$ cat src/rtl/con_pkg.sv
// con_pkg: shared definitions for the CON run/start/step control.
//   diag_fn_e      : console diag control function codes carried on DS
//   RB_*           : DIAG_SEL readback select codes
package con_pkg;

    typedef enum logic [2:0] {
        FN_CLR_RUN     = 3'd0,
        FN_SET_RUN     = 3'd1,
        FN_CONTINUE    = 3'd2,
        FN_LOAD_STEP   = 3'd3,
        FN_IR_STROBE   = 3'd4,
        FN_DRAM_STROBE = 3'd5
    } diag_fn_e;

    localparam logic [2:0] RB_RUN0     = 3'd0;
    localparam logic [2:0] RB_RUN      = 3'd1;
    localparam logic [2:0] RB_START    = 3'd2;
    localparam logic [2:0] RB_INSTR_GO = 3'd3;
    localparam logic [2:0] RB_STEP_NZ  = 3'd4;
    localparam logic [2:0] RB_HALTED   = 3'd5;
    localparam logic [2:0] RB_STATE_LO = 3'd6;
    localparam logic [2:0] RB_STATE_HI = 3'd7;

endpackage

$ cat src/rtl/con_sync_pipe.sv
// con_sync_pipe: DEPTH-stage flop chain with asynchronous active-high reset.
//   clk, rst : clock, async reset (clears every stage)
//   d        : pipeline input
//   q        : output, d delayed DEPTH edges
//   q_nxt    : value q takes at the next edge (lets the source see its own
//              change arriving at the output one cycle ahead)
module con_sync_pipe #(
    parameter int DEPTH = 3
) (
    input  logic clk,
    input  logic rst,
    input  logic d,
    output logic q,
    output logic q_nxt
);

    logic [DEPTH-1:0] pipe_q, pipe_d;

    always_comb begin
        pipe_d[0] = d;
        for (int i = 1; i < DEPTH; i++) pipe_d[i] = pipe_q[i-1];
    end

    always_ff @(posedge clk or posedge rst) begin
        if (rst) pipe_q <= '0;
        else     pipe_q <= pipe_d;
    end

    assign q     = pipe_q[DEPTH-1];
    assign q_nxt = pipe_d[DEPTH-1];

endmodule

$ cat src/rtl/con_runctl.sv
// con_runctl: EBOX run/start/step control for the CON board.
// Decodes console diag control functions (DS when DIAG_CTL_FUNC_01x=1) into
// run/continue requests, delays them to RUN/START through SYNC_DEPTH-stage
// pipes, holds INSTR_GO and the microcode state flags, and offers a diag
// readback bit.
// Optional feature, macro CON_STEP_EN: instruction-step counter (LOAD_STEP,
// STEP_DONE, DIAG_SEL=4). Without it DS=011 is a no-op and STEP_DONE=0.
// Ports:
//   clk, RESET                 : clock, async active-high reset
//   DIAG_CTL_FUNC_01x, DS      : diag function strobe and select
//   STEP_DATA, NICOND          : step count load value, instruction boundary
//   GO_HOLD                    : INSTR_GO hold term
//   COND_EBOX_STATE, MAGIC     : state flag update enable and {set,hold} pairs
//   EBOX_HALTED                : halted flag
//   DIAG_READ, DIAG_SEL        : readback enable/select -> DIAG_Q
//   RUN, START, INSTR_GO       : run/start/continue outputs
//   IR_STROBE, DRAM_STROBE     : combinational strobe decodes
//   UCODE_STATE, STEP_DONE     : state flags, step expiry pulse
//   PI_DISABLE                 : ~RUN | EBOX_HALTED
module con_runctl
    import con_pkg::*;
#(
    parameter int SYNC_DEPTH = 3,
    parameter int NSTATE     = 4,
    parameter int STEP_W     = 8
) (
    input  logic                  clk,
    input  logic                  RESET,
    input  logic                  DIAG_CTL_FUNC_01x,
    input  logic [2:0]            DS,
    input  logic [STEP_W-1:0]     STEP_DATA,
    input  logic                  NICOND,
    input  logic                  GO_HOLD,
    input  logic                  COND_EBOX_STATE,
    input  logic [2*NSTATE-1:0]   MAGIC,
    input  logic                  EBOX_HALTED,
    input  logic                  DIAG_READ,
    input  logic [2:0]            DIAG_SEL,
    output logic                  RUN,
    output logic                  START,
    output logic                  INSTR_GO,
    output logic                  IR_STROBE,
    output logic                  DRAM_STROBE,
    output logic [NSTATE-1:0]     UCODE_STATE,
    output logic                  STEP_DONE,
    output logic                  PI_DISABLE,
    output logic                  DIAG_Q
);

    diag_fn_e fn_code;
    logic     fn_clr, fn_set, fn_cont;

    assign fn_code     = diag_fn_e'(DS);
    assign fn_clr      = DIAG_CTL_FUNC_01x && (fn_code == FN_CLR_RUN);
    assign fn_set      = DIAG_CTL_FUNC_01x && (fn_code == FN_SET_RUN);
    assign fn_cont     = DIAG_CTL_FUNC_01x && (fn_code == FN_CONTINUE);
    assign IR_STROBE   = DIAG_CTL_FUNC_01x && (fn_code == FN_IR_STROBE);
    assign DRAM_STROBE = DIAG_CTL_FUNC_01x && (fn_code == FN_DRAM_STROBE);

    logic              run0_q, run0_d;
    logic              start0_q, start0_d;
    logic              go_q, go_d;
    logic [NSTATE-1:0] flags_q, flags_d;
    logic              start_nxt, run_nxt_unused;
    logic              step_expire, cnt_nz;

`ifdef CON_STEP_EN
    logic              fn_load;
    logic [STEP_W-1:0] cnt_q, cnt_d;
    logic              step_done_q, step_done_d;

    assign fn_load = DIAG_CTL_FUNC_01x && (fn_code == FN_LOAD_STEP);

    // A load overrides a same-cycle decrement. Only the visible RUN (not
    // run0) qualifies NICOND, so boundaries in flight are not counted.
    always_comb begin
        cnt_d       = cnt_q;
        step_expire = 1'b0;
        if (fn_load) begin
            cnt_d = STEP_DATA;
        end else if ((cnt_q != '0) && RUN && NICOND) begin
            cnt_d       = cnt_q - STEP_W'(1);
            step_expire = (cnt_q == STEP_W'(1));
        end
        step_done_d = step_expire;
    end

    always_ff @(posedge clk or posedge RESET) begin
        if (RESET) begin
            cnt_q       <= '0;
            step_done_q <= 1'b0;
        end else begin
            cnt_q       <= cnt_d;
            step_done_q <= step_done_d;
        end
    end

    assign STEP_DONE = step_done_q;
    assign cnt_nz    = |cnt_q;
`else
    logic unused_step;
    assign unused_step = ^{STEP_DATA, NICOND};
    assign step_expire = 1'b0;
    assign STEP_DONE   = 1'b0;
    assign cnt_nz      = 1'b0;
`endif

    always_comb begin
        run0_d = run0_q;
        if (fn_set) run0_d = 1'b1;
        if (fn_clr || step_expire) run0_d = 1'b0;
        // start0 drops on the edge its value reaches START; a CONTINUE that
        // arrives while it is still set merges into the pending pulse.
        start0_d = start0_q ? !start_nxt : fn_cont;
        go_d     = fn_cont || (go_q && GO_HOLD);
        flags_d  = flags_q;
        if (COND_EBOX_STATE) begin
            for (int k = 0; k < NSTATE; k++)
                flags_d[k] = MAGIC[2*k] || (MAGIC[2*k+1] && flags_q[k]);
        end
    end

    always_ff @(posedge clk or posedge RESET) begin
        if (RESET) begin
            run0_q   <= 1'b0;
            start0_q <= 1'b0;
            go_q     <= 1'b0;
            flags_q  <= '0;
        end else begin
            run0_q   <= run0_d;
            start0_q <= start0_d;
            go_q     <= go_d;
            flags_q  <= flags_d;
        end
    end

    con_sync_pipe #(.DEPTH(SYNC_DEPTH)) u_run_pipe (
        .clk   (clk),
        .rst   (RESET),
        .d     (run0_q),
        .q     (RUN),
        .q_nxt (run_nxt_unused)
    );

    con_sync_pipe #(.DEPTH(SYNC_DEPTH)) u_start_pipe (
        .clk   (clk),
        .rst   (RESET),
        .d     (start0_q),
        .q     (START),
        .q_nxt (start_nxt)
    );

    assign INSTR_GO    = go_q;
    assign UCODE_STATE = flags_q;
    assign PI_DISABLE  = !RUN || EBOX_HALTED;

    logic diag_bit;
    always_comb begin
        diag_bit = 1'b0;
        case (DIAG_SEL)
            RB_RUN0:     diag_bit = run0_q;
            RB_RUN:      diag_bit = RUN;
            RB_START:    diag_bit = START;
            RB_INSTR_GO: diag_bit = go_q;
            RB_STEP_NZ:  diag_bit = cnt_nz;
            RB_HALTED:   diag_bit = EBOX_HALTED;
            RB_STATE_LO: diag_bit = flags_q[0];
            RB_STATE_HI: diag_bit = flags_q[NSTATE-1];
            default:     diag_bit = 1'b0;
        endcase
    end

    assign DIAG_Q = DIAG_READ && diag_bit;

endmodule

$ cat config.mk
export PLATFORM = sky130hd
export DESIGN_NAME = con_runctl
export DESIGN_NICKNAME = d
export VERILOG_FILES = /design/src/rtl/con_pkg.sv /design/src/rtl/con_sync_pipe.sv /design/src/rtl/con_runctl.sv
export SDC_FILE = /design/constraint.sdc
export NUM_CORES = 1
export LEC_CHECK = 0
export BUFFER_PORTS_ARGS = -buffer_cell sky130_fd_sc_hd__buf_4
export CORE_AREA = 8 8 46 48
export CTS_BUF_LIST = sky130_fd_sc_hd__clkbuf_8 sky130_fd_sc_hd__clkbuf_16
export DETAILED_ROUTE_END_ITERATION = 6
export DIE_AREA = 0 0 54 56
export PLACE_DENSITY = 0.74
export SYNTH_ARGS = -nofsm -noshare
export SYNTH_HDL_FRONTEND = slang
export SYNTH_HIERARCHICAL = 1
export SYNTH_SLANG_ARGS = --single-unit
$ cat constraint.sdc
create_clock -name clk -period 2.6 [get_ports clk]
set_input_delay 0.13 -clock clk [delete_from_list [all_inputs] [get_ports clk]]
set_output_delay 0.13 -clock clk [all_outputs]
set_load 0.05 [all_outputs]
==> results.md, run 1 <==
- Hold Path Class: in2reg
- Share of layout cells above drive strength 1: 0.4615
- Most common cell after layout, fill and taps aside: buf_4
- Clock Skews: ~0.0013 ns
- Clock sinks: 13
- CTS tree: built
- # resized after CTS: 0
- Switch share: 0.3194
- Flop pwr share: 0.438
- CTS Buffer Depth: 2
- Final period utilization: 0.6623
- Pint: roughly 420 uW
- Yosys top cell area share: 0.6061
- Yosys Warn Count: 6
- Initial antenna violation count: 0
- Clk_lat worst skew: roughly 0.23 ns
- I/O pin count: 42
- Crit path kind: reg2out
- CP delay by family, top: multiplexers
- Wire length per cell: around 14 um
- Gr usage total: 0.09319
- Sum of negative setup slack: 0 ns
- CTS H-tree lvls: 1
- CP startpoint kind: flop
- WP data required: between 2 and 2.5 ns
- # port buffers: 31
- Via count: around 440
- Die span in x: between 50 and 60 um
- Comb pwr share: 0.297
- Pleak: between 0.0004 and 0.0005 uW
- Max VDD drop: roughly 0.44 mV
- Synth Cell Area: between 500 and 600 sq um
- FMAX: 0.5807 GHz
- Clk slew on worst S/H paths: 0.05 ns
- Post-CTS setup buffers: 0
- Hold Path Depth: 3
- Final setup violation count: 0
- Largest net degree at the start of global routing: 9
- Post-DRT Antenna Nets: 0
- First-pass GRT wire length: approximately 2100 um
- Root Buffer Master: clkbuf_8
- Vias per cell: approximately 4.7
- Final nets: 109
- Core Area: around 0.0014 sq mm
- Cell Chain, Critical Path: mux4_2 > nand2b_1 > and3_1 > buf_4
- Dominant cells by area after synthesis: dfrtp_1 61%, nand2b_1 7.0%, a22o_1 6.5%
- Sequential area share after synthesis: 0.6061
- P_sw: approximately 200 uW
- Syn Inst Count: 43
- Remaining global-route overflow: 0
- Syn Area/Cell: approximately 12 sq um
- Critical Path AT: roughly 1.6 ns
- Synth Register Bits: 13
- Crit path buffers/inverters: 1
- Placer Congestion: 0.7116
- RSZ-0062 raised after global routing: false
- Hold Buf Count CTS: 1
- Syn Nets: 73
- Starting DRT DRC Count: 6
- Die Area: 0.003024 sq mm
- Initial core utilization: 0.3737
- Die Y: between 50 and 60 um
- Worst reg2reg path depth: 1
- Outcome: finished clean
- Slowest stage delay, CP: between 0.4 and 0.5 ns
- # rows: 14
- Slowest CP cell: mux4_2
- WP depth: 4
- # DRC: 0
- Clock period minus worst slack: roughly 1.7 ns
- CP Capture Type: primary output
- CP Max Fanout: 3
- Dpl hpwl: 1155 um
- Vias in the first global route: a little under 500
- N_diodes: 0
- Routed WL: about 1400 um
- Final Max Tran Viols: 0
- Worst hold slack: 0.09626 ns
- Cts bufs inserted: 3
- Pwr Density: 744.8 mW/mm^2
- Hold Vio Cnt, Final: 0
- Syn-to-layout area delta: 55.94%
- Most frequent cells in the layout: 31 x buf_4, 13 x dfrtp_1, 6 x nand2b_1
- Synth cell types: 16
- Max Cap Violations: 0
- Clock share of power: 0.265
- DR pass1 iterations: 4
- Post-synth top area cell: dfrtp_1
## cell type report
type	count	area (sq um)
fill	138	599.3
inverter	3	11.26
multi-input combinational	26	192.7
timing repair buffer	32	242.7
tap	16	20.02
clock buffer	3	41.29
sequential	13	325.3
clock inverter	1	3.754
## tightest hold or removal path: cells and delay by family
family / cells / cell delay, ns
and+or+nand+nor: 2 / 0.09
buffers and inverters: 1 / 0.08
## power groups by stage
stage / sequential [uW] / clock (uW) / combinational (uW)
finish: 273 / 165 / 185
global route: 279 / 182 / 194
CTS: 274 / 172 / 188
detailed placement: 277 / 0 / 186
global placement: 273 / 0 / 183
floorplan: 330 / 0 / 55.4
## registers in the layout, summed over array words and instances (netlist names)
signal / count
INSTR_GO: 1
UCODE_STATE: 4
run0_q: 1
start0_q: 1
u_run_pipe/pipe_q: 3
u_start_pipe/pipe_q: 3
## cell usage after synthesis
library cell,number
dfrtp_1,13
nand2b_1,6
a22o_1,4
inv_1,3
nand2_1,3
and3_1,2
mux2i_1,2
nor2b_1,2
a31oi_1,1
buf_4,1
conb_1,1
mux2_2,1
mux4_2,1
nand4bb_1,1
nor2_1,1
o21ai_0,1
## path summary, 6_finish.rpt
kind | from | endpoint | slack [ns]
max | UCODE_STATE[3]$_DFFE_PP0P_ | DIAG_Q | 0.88
min | GO_HOLD | INSTR_GO$_DFF_PP0_ | 0.1
max reg2reg | run0_q$_DFFE_PP0P_ | run0_q$_DFFE_PP0P_ | 1.84
min reg2reg | u_run_pipe/pipe_q[0]$_DFF_PP0_ | u_run_pipe/pipe_q[1]$_DFF_PP0_ | 0.35
max in group asynchronous | RESET | UCODE_STATE[1]$_DFFE_PP0P_ | 1.98
min in group asynchronous | RESET | u_run_pipe/pipe_q[2]$_DFF_PP0_ | 0.34
## cell families (layout without fill, tap and decap cells)
| logic type | Yosys count | after routing | share of synthesized area |
|---|---|---|---|
| AO/OA/AOI/OAI | 6 | 6 | 0.08624 |
| buffers and inverters | 4 | 39 | 0.03497 |
| flip-flops | 13 | 13 | 0.6061 |
| multiplexers | 4 | 4 | 0.1002 |
| other | 1 | 1 | 0.006986 |
| AND/OR/NAND/NOR | 15 | 15 | 0.1655 |
## metrics by stage
| step | instances | utilization | cell area (sq um) | worst slack, ns | power, uW |
|---|---|---|---|---|---|
| floorplan | 43 | - | 536.8 | 0.9317 | 385.7 |
| global placement | 89 | 0.5444 | 782.0 | 1.149 | 455.7 |
| detailed placement | 89 | 0.5444 | 782.0 | 1.112 | 463.4 |
| CTS | 94 | 0.5828 | 837.1 | 0.8550 | 634.7 |
| global route | 94 | 0.5828 | 837.1 | 0.8240 | 654.8 |
| finish | 94 | 0.5828 | 837.1 | 0.8780 | 623.4 |
## layer usage
metal,track usage,share of wire
met5,0,0
met4,0.07394,0.020
met3,0.01872,0.11
met2,0.1476,0.48
met1,0.1009,0.39
(Power assumes the default switching activity.)
==> run 2, diff against run 1 <==
--- a/config.mk
+++ b/config.mk
@@ -5,12 +5,13 @@
 export SDC_FILE = /design/constraint.sdc
 export NUM_CORES = 1
 export LEC_CHECK = 0
+export ABC_AREA = 1
 export BUFFER_PORTS_ARGS = -buffer_cell sky130_fd_sc_hd__buf_4
-export CORE_AREA = 8 8 46 48
+export CORE_AREA = 8 8 48 50
 export CTS_BUF_LIST = sky130_fd_sc_hd__clkbuf_8 sky130_fd_sc_hd__clkbuf_16
 export DETAILED_ROUTE_END_ITERATION = 6
-export DIE_AREA = 0 0 54 56
-export PLACE_DENSITY = 0.74
+export DIE_AREA = 0 0 56 58
+export PLACE_DENSITY = 0.7
 export SYNTH_ARGS = -nofsm -noshare
 export SYNTH_HDL_FRONTEND = slang
 export SYNTH_HIERARCHICAL = 1
==> constraint.sdc (replaced) <==
create_clock -name clk -period 1.6 [get_ports clk]
set_input_delay 0.08 -clock clk [delete_from_list [all_inputs] [get_ports clk]]
set_output_delay 0.08 -clock clk [all_outputs]
set_load 0.05 [all_outputs]
==> results.md, run 2 <==
- Outcome: finished clean
- Switch share: 0.3328 (+0.01343)
- Crit path kind: reg2out
- R2R Path End: INSTR_GO$_DFF_PP0_
- Clock sinks: 13 (unchanged)
- Reg-to-Reg Start: INSTR_GO$_DFF_PP0_
- Clock period minus worst slack: between 1 and 1.5 ns
- Largest net degree at the start of global routing: 8 (-1)
- Die Area: 0.003248 sq mm (+7.4%)
- Clk_lat worst skew: 0.23 ns (about the same)
- Most frequent cells after synthesis: 21 x nand2_1, 13 x dfrtp_1, 10 x inv_1
- Setup Slack @ Placement: 0.5666 ns (-0.5452 ns)
- Setup ws final: 0.3288 ns (-0.5492 ns)
- Dominant cells by area after synthesis: dfrtp_1 57%, nand2_1 14%, inv_1 6.5%
- # DRC: 0 (unchanged)
- Hold Path Depth: 3 (unchanged)
- CP Max Fanout: 3 (unchanged)
- CP delay by family, top: flip-flops
- Setup slack, reg-to-reg: 0.97 ns (-0.87 ns)
- Pint: 676.9 uW (+60%)
- Initial antenna violation count: 0 (unchanged)
- Sum of negative setup slack: 0 ns (unchanged)
- Clock share of power: 0.271 (+0.006)
- Cell Chain, Critical Path: clkinv_1 > nand2_1 > nand3_1 > nand2_1 > nor2_1 > nor2_2 > buf_4
- Yosys Warn Count: 6 (unchanged)
- Post-DRT Antenna Nets: 0 (unchanged)
- CP startpoint kind: flop
- Wire length per cell: 10.63 um (-26%)
- Number of flip-flops in the largest register: 4 (unchanged)
- Max VDD drop: 0.6002 mV (+38%)
- Die Y: 58 um (+3.6%)
- Main synth FF type: dfrtp_1
- Final nets: 136 (+25%)
- Count leader, synth: nand2_1
- Combinational family with the most area after synthesis: simple AND/OR/NAND/NOR gates
- RSZ-0062 raised after global routing: false
- Vias per cell: 4.434 (-5.0%)
- Gr usage total: 0.08845 (-0.004742)
- Placed Cells: 117 (+31%)
- Worst Hold Launch: GO_HOLD
- I/O pin count: 42 (unchanged)
- Root Buffer Master: clkbuf_8
- Slowest stage delay, CP: 0.40 ns (-0.06 ns)
- Starting DRT DRC Count: 6 (unchanged)
- # rows: 15 (+1)
- Crit path buffers/inverters: 2 (+1)
- Sequential area share after synthesis: 0.5664 (-0.03961)
- Hold Vio Cnt, Final: 0 (unchanged)
- Syn Nets: 100 (+37%)
- Synth Register Bits: 13 (unchanged)
- FMAX: just under 0.8 GHz
- Clock Skews: 0.001604 ns (+0.0002832 ns)
- CTS H-tree lvls: 1 (unchanged)
- Worst reg2reg path depth: 2 (+1)
- CP Capture Type: primary output
- Core Area: 0.001614 sq mm (+12%)
- Share of layout cells above drive strength 1: 0.4095 (-0.05201)
- Adder-cell share of the synthesized area: 0 (unchanged)
- Routed WL: 1297 um (-4.3%)
- Finished Layout Cells: 122 (+30%)
- Via count: 541 (+23%)
- Slowest CP cell: dfrtp_1
- Synth Cell Area: 574.3 sq um (+7.0%)
- Final period utilization: 0.7945
- Post-Synth Simple-Gate Area: 0.2418 (+0.07633)
- Post-synthesis mux area share: 0.01743 (-0.08280)
- Syn-to-layout area delta: 55.12%
- Final setup violation count: 0 (unchanged)
- Ys async rst share: 1.000 (unchanged)
- Syn Area/Cell: 8.204 sq um (-34%)
- First-pass GRT wire length: 2318 um (+11%)
- Die span in x: 56 um (+3.7%)
- CTS Buffer Depth: 2 (unchanged)
- N_diodes: 0 (unchanged)
- Flop pwr share: 0.429 (-0.009)
- Synth Area in XOR/XNOR: 0 (unchanged)
- Area of the multi-input gates: 192.7 sq um (unchanged)
- Critical Path AT: 1.19 ns (-0.40 ns)
- Vias in the first global route: 567 (+17%)
- Synth cell types: 15 (-1)
- Fin area: 890.9 sq um (+6.4%)
- Final Max Tran Viols: 0 (unchanged)
- P_sw: 337.6 uW (+70%)
- WHS Endpoint: INSTR_GO$_DFF_PP0_
- Placer Congestion: 0.7885 (+11%)
- Cell mode on critical path: nand2_1
- Cts bufs inserted: 3 (unchanged)
- # port buffers: 31 (unchanged)
- Post-CTS setup buffers: 0 (unchanged)
- Number of flops mapped to enable cells by yosys: 0 (unchanged)
- Syn Inst Count: 70 (+63%)
- Hold Path Class: in2reg
- Clk slew on worst S/H paths: 0.05 ns (about the same)
- Pleak: 0.0005107 uW (+15%)
- Register area: 325.3 sq um (unchanged)
- Yosys top cell area share: 0.5664 (-0.03961)
- Dpl hpwl: 1137 um (-1.5%)
- Pwr Density: 1139 mW/mm^2 (+53%)
- Most frequent cells in the layout: 31 x buf_4, 21 x nand2_1, 13 x dfrtp_1
- Post-DP Area: 835.8 sq um (+6.9%)
- Remaining global-route overflow: 0 (unchanged)
- Post-synth top area cell: dfrtp_1
- DR pass1 iterations: 4 (unchanged)
- WP data required: 1.52 ns (-0.95 ns)
- CTS tree: built
- Initial core utilization: 0.3558 (-0.01788)
- Comb pwr share: 0.300 (+0.003)
- Max Cap Violations: 0 (unchanged)
- Fill cells: 154 (+12%)
- Most common cell after layout, fill and taps aside: buf_4
- Synth Area in Compound Gates: 0.04357 (-0.04267)
==> run 2: cell type report <==
type,count,area share
Sequential cell,13,0.3652
Timing Repair Buffer,32,0.2725
Multi-Input combinational cell,39,0.2163
Inverter,17,0.07163
Clock buffer,3,0.04635
Tap cell,17,0.02388
Clock inverter,1,0.004213
==> run 2: cells by family (layout without fill, tap and decap cells) <==
kind of cell	Yosys count	count (layout)
flops	13	13
compound gates	5	5
simple gates	32	32
other cells	1	1
buf+inv	18	53
mux	1	1
==> run 2: power by group through the flow <==
stage | clock (uW) | combinational [uW] | sequential (uW)
floorplan | 0 | 99.5 | 532
global placement | 0 | 305 | 440
detailed placement | 0 | 307 | 442
CTS | 277 | 309 | 437
global route | 300 | 331 | 445
finish | 275 | 305 | 435
==> run 2: timing repair <==
action / in CTS / in global routing
resized for setup: 0 / 0
hold buffers: 1 / 0
hold endpoints to repair: 13 / 0
==> run 2: metal layers <==
| metal | vias to the layer above | part of all wire | global-route usage |
|---|---|---|---|
| met5 | - | 0 | 0 |
| met4 | 0 | 0.047 | 0.07216 |
| met3 | 4 | 0.071 | 0.03275 |
| met2 | 22 | 0.46 | 0.1331 |
| met1 | 237 | 0.42 | 0.09769 |
| li1 | 278 | - | - |
==> run 2: through the flow <==
stage | total power [uW] | utilization | hold WS, ns
6_report | 1015 | 0.5519 | 0.04053
5_1_grt | 1076 | 0.5519 | 0.04572
4_1_cts | 1023 | 0.5519 | 0.04025
3_5_place_dp | 748.8 | 0.5178 | -0.02792
3_3_place_gp | 745.4 | 0.5178 | -0.03116
2_1_floorplan | 631.4 | - | -0.1664
==> run 2: worst max-delay path by stage <==
stage	from	end	cells after the start
after global routing	INSTR_GO$_DFF_PP0_	DIAG_Q	7
after CTS	INSTR_GO$_DFF_PP0_	DIAG_Q	7
after floorplan	INSTR_GO$_DFF_PP0_	DIAG_Q	6
after detailed placement	INSTR_GO$_DFF_PP0_	DIAG_Q	7
final	INSTR_GO$_DFF_PP0_	DIAG_Q	7
after global placement	INSTR_GO$_DFF_PP0_	DIAG_Q	7
==> run 2: tightest hold or removal path: cells and delay by family <==
family | cells | cell delay (ns)
AND/OR/NAND/NOR | 2 | 0.09
buffers and inverters | 1 | 0.07
==> run 3, diff against run 2 <==
--- a/config.mk
+++ b/config.mk
@@ -5,13 +5,13 @@
 export SDC_FILE = /design/constraint.sdc
 export NUM_CORES = 1
 export LEC_CHECK = 0
-export ABC_AREA = 1
+export ABC_AREA = 0
 export BUFFER_PORTS_ARGS = -buffer_cell sky130_fd_sc_hd__buf_4
 export CORE_AREA = 8 8 48 50
 export CTS_BUF_LIST = sky130_fd_sc_hd__clkbuf_8 sky130_fd_sc_hd__clkbuf_16
 export DETAILED_ROUTE_END_ITERATION = 6
 export DIE_AREA = 0 0 56 58
-export PLACE_DENSITY = 0.7
+export PLACE_DENSITY = 0.67
 export SYNTH_ARGS = -nofsm -noshare
 export SYNTH_HDL_FRONTEND = slang
 export SYNTH_HIERARCHICAL = 1
==> constraint.sdc (replaced) <==
create_clock -name clk -period 1.2 [get_ports clk]
set_input_delay 0.06 -clock clk [delete_from_list [all_inputs] [get_ports clk]]
set_output_delay 0.06 -clock clk [all_outputs]
set_load 0.05 [all_outputs]
==> results.md, run 3 (same netlist as run 1, synthesis figures left out) <==
- Max VDD drop: 0.8774 mV (+46%)
- Hold Vio Cnt, Final: 0 (unchanged)
- Worst hold slack: 0.03591 ns (-0.004619 ns)
- Clock period minus worst slack: 1.565 ns
- Post-layout util: 0.5465 (-0.005426)
- N_diodes: 0 (unchanged)
- CTS tree: built
- First-pass GRT wire length: 2194 um (-5.3%)
- Worst Hold Launch: GO_HOLD
- Wire length per cell: 13.60 um (+28%)
- Die Area: 0.003248 sq mm (unchanged)
- Clk slew on worst S/H paths: 0.05 ns (about the same)
- Pwr Density: 1558 mW/mm^2 (+37%)
- Power Total: 1374 uW (+35%)
- CP startpoint kind: flop
- Max Cap Violations: 0 (unchanged)
- FMAX: 0.6388 GHz
- # rows: 15 (unchanged)
- Post-DRT Antenna Nets: 0 (unchanged)
- Final nets: 112 (-18%)
- Final Max Tran Viols: 0 (unchanged)
- Core Area: 0.001614 sq mm (unchanged)
- Remaining global-route overflow: 0 (unchanged)
- Clock sinks: 13 (unchanged)
- Gr usage total: 0.08556 (-0.002889)
- CP Max Fanout: 2 (-1)
- WHS Endpoint: INSTR_GO$_DFF_PP0_
- Most frequent cells in the layout: 33 x buf_4, 9 x dfrtp_1, 5 x nand2b_1
- RSZ-0062 raised after global routing: true
- CP Capture Type: primary output
- Syn-to-layout area delta: 64.34%
- CTS Buffer Depth: 2 (unchanged)
- Setup ws final: -0.3654 ns (-0.6941 ns)
- Starting DRT DRC Count: 3 (-3)
- Fill cells: 151 (-1.9%)
- I/O pin count: 42 (unchanged)
- Reg-to-Reg Start: UCODE_STATE[3]$_DFFE_PP0P_
- Largest net degree at the start of global routing: 9 (+1)
- DR pass1 iterations: 4 (unchanged)
- Cts bufs inserted: 3 (unchanged)
- Initial antenna violation count: 0 (unchanged)
- Worst reg2reg path depth: 2 (unchanged)
- Die span in x: 56 um (unchanged)
- CTS H-tree lvls: 1 (unchanged)
- Final setup violation count: 1 (+1)
- Hold Path Depth: 3 (unchanged)
- Setup slack, reg-to-reg: 0.36 ns (-0.61 ns)
- Vias per cell: 4.704 (+6.1%)
- Outcome: finished, violations left
- Dpl hpwl: 1109 um (-2.5%)
- R2R Path End: UCODE_STATE[3]$_DFFE_PP0P_
- Failing checks: setup timing
- Most common cell after layout, fill and taps aside: buf_4
- # DRC: 0 (unchanged)
- Critical Path AT: 1.51 ns (+0.32 ns)
- Setup Slack @ Placement: -0.1527 ns (-0.7193 ns)
- Post-CTS setup buffers: 0 (unchanged)
- Routed WL: 1333 um (+2.8%)
- Initial core utilization: 0.3326 (-0.02326)
- Hold Path Class: in2reg
- Clock Skews: 0.002744 ns (+0.001140 ns)
- Crit path kind: reg2out
- Pleak: 0.0004571 uW (-10%)
- Number of flip-flops in the largest register: 4 (unchanged)
- # port buffers: 31 (unchanged)
- Clk_lat worst skew: 0.23 ns (about the same)
- Via count: 461 (-15%)
- WP data required: 1.14 ns (-0.38 ns)
- Vias in the first global route: 493 (-13%)
- Share of layout cells above drive strength 1: 0.5556 (+0.1460)
- Die Y: 58 um (unchanged)
- Placer Congestion: 0.6704 (-15%)
- Root Buffer Master: clkbuf_8
- Final period utilization: 1.304
[run 3: cell count changes in the layout (fill, tap and decap cells not counted), moves of 2 or more]
cell      before  now
a22o_1         0    4
inv_1         11    4
nand2_1       21    3
nor4_2         2    0
nand2b_1       0    5
nor2b_1        0    2
dfrtp_2        0    4
nand3_1        4    0
dfrtp_1       13    9
buf_4         31   33
inv_2          6    0
o21ai_1        5    0
[run 3: layout make-up]
class	instances	area, sq um	area share
clock buffer	3	41.29	0.04681
clock inverter	1	3.754	0.004255
inverter	3	11.26	0.01277
multi-input combinational	26	205.2	0.2326
sequential	13	330.3	0.3745
tap	17	21.27	0.02411
timing repair buffer	35	269.0	0.3050
[run 3: what timing repair did]
item                                   in CTS  in global routing
hold buffers                                1                  0
resized for setup                           1                  1
setup endpoints to repair                   1                  1
endpoints found under the hold margin      13                  0
[run 3: worst max-delay path, stage by stage (launching register included)]
cell and delay [ns]:
dfrtp_2 0.39, mux4_2 0.45, nand2b_4 0.14, and3_4 0.14, buf_6 0.14
[run 3: worst max-delay path by stage]
| stage | from | to | slack (ns) | cells past startpoint |
|---|---|---|---|---|
| 6_report | UCODE_STATE[3]$_DFFE_PP0P_ | DIAG_Q | -0.37 | 4 |
| 4_1_cts | UCODE_STATE[3]$_DFFE_PP0P_ | DIAG_Q | -0.37 | 4 |
| 3_5_place_dp | UCODE_STATE[3]$_DFFE_PP0P_ | DIAG_Q | -0.15 | 4 |
| 2_1_floorplan | UCODE_STATE[3]$_DFFE_PP0P_ | DIAG_Q | -0.18 | 3 |
| 5_1_grt | UCODE_STATE[3]$_DFFE_PP0P_ | DIAG_Q | -0.42 | 4 |
| 3_3_place_gp | UCODE_STATE[3]$_DFFE_PP0P_ | DIAG_Q | -0.15 | 4 |
[run 3: layer usage]
layer	track usage	vias up	part of all wire
met3	0.03275	2	0.080
met4	0.06186	0	0.027
met1	0.1038	218	0.43
li1	-	219	-
met5	0	-	0
met2	0.1204	22	0.46
[run 3: power breakdown]
part	internal, uW	leakage, uW	switching (uW)
logic	180	0.000277	250
registers	541	0.000154	53.7
clock network	223	0.0000269	126
total	945	0.000457	429
[run 3: through the flow]
stage	instances	setup TNS, ns	instance area, sq um
floorplan	43	-0.1803	546.8
global placement	93	-0.1469	815.8
detailed placement	93	-0.1527	815.8
CTS	98	-0.3742	874.6
global route	98	-0.4179	882.1
finish	98	-0.3654	882.1
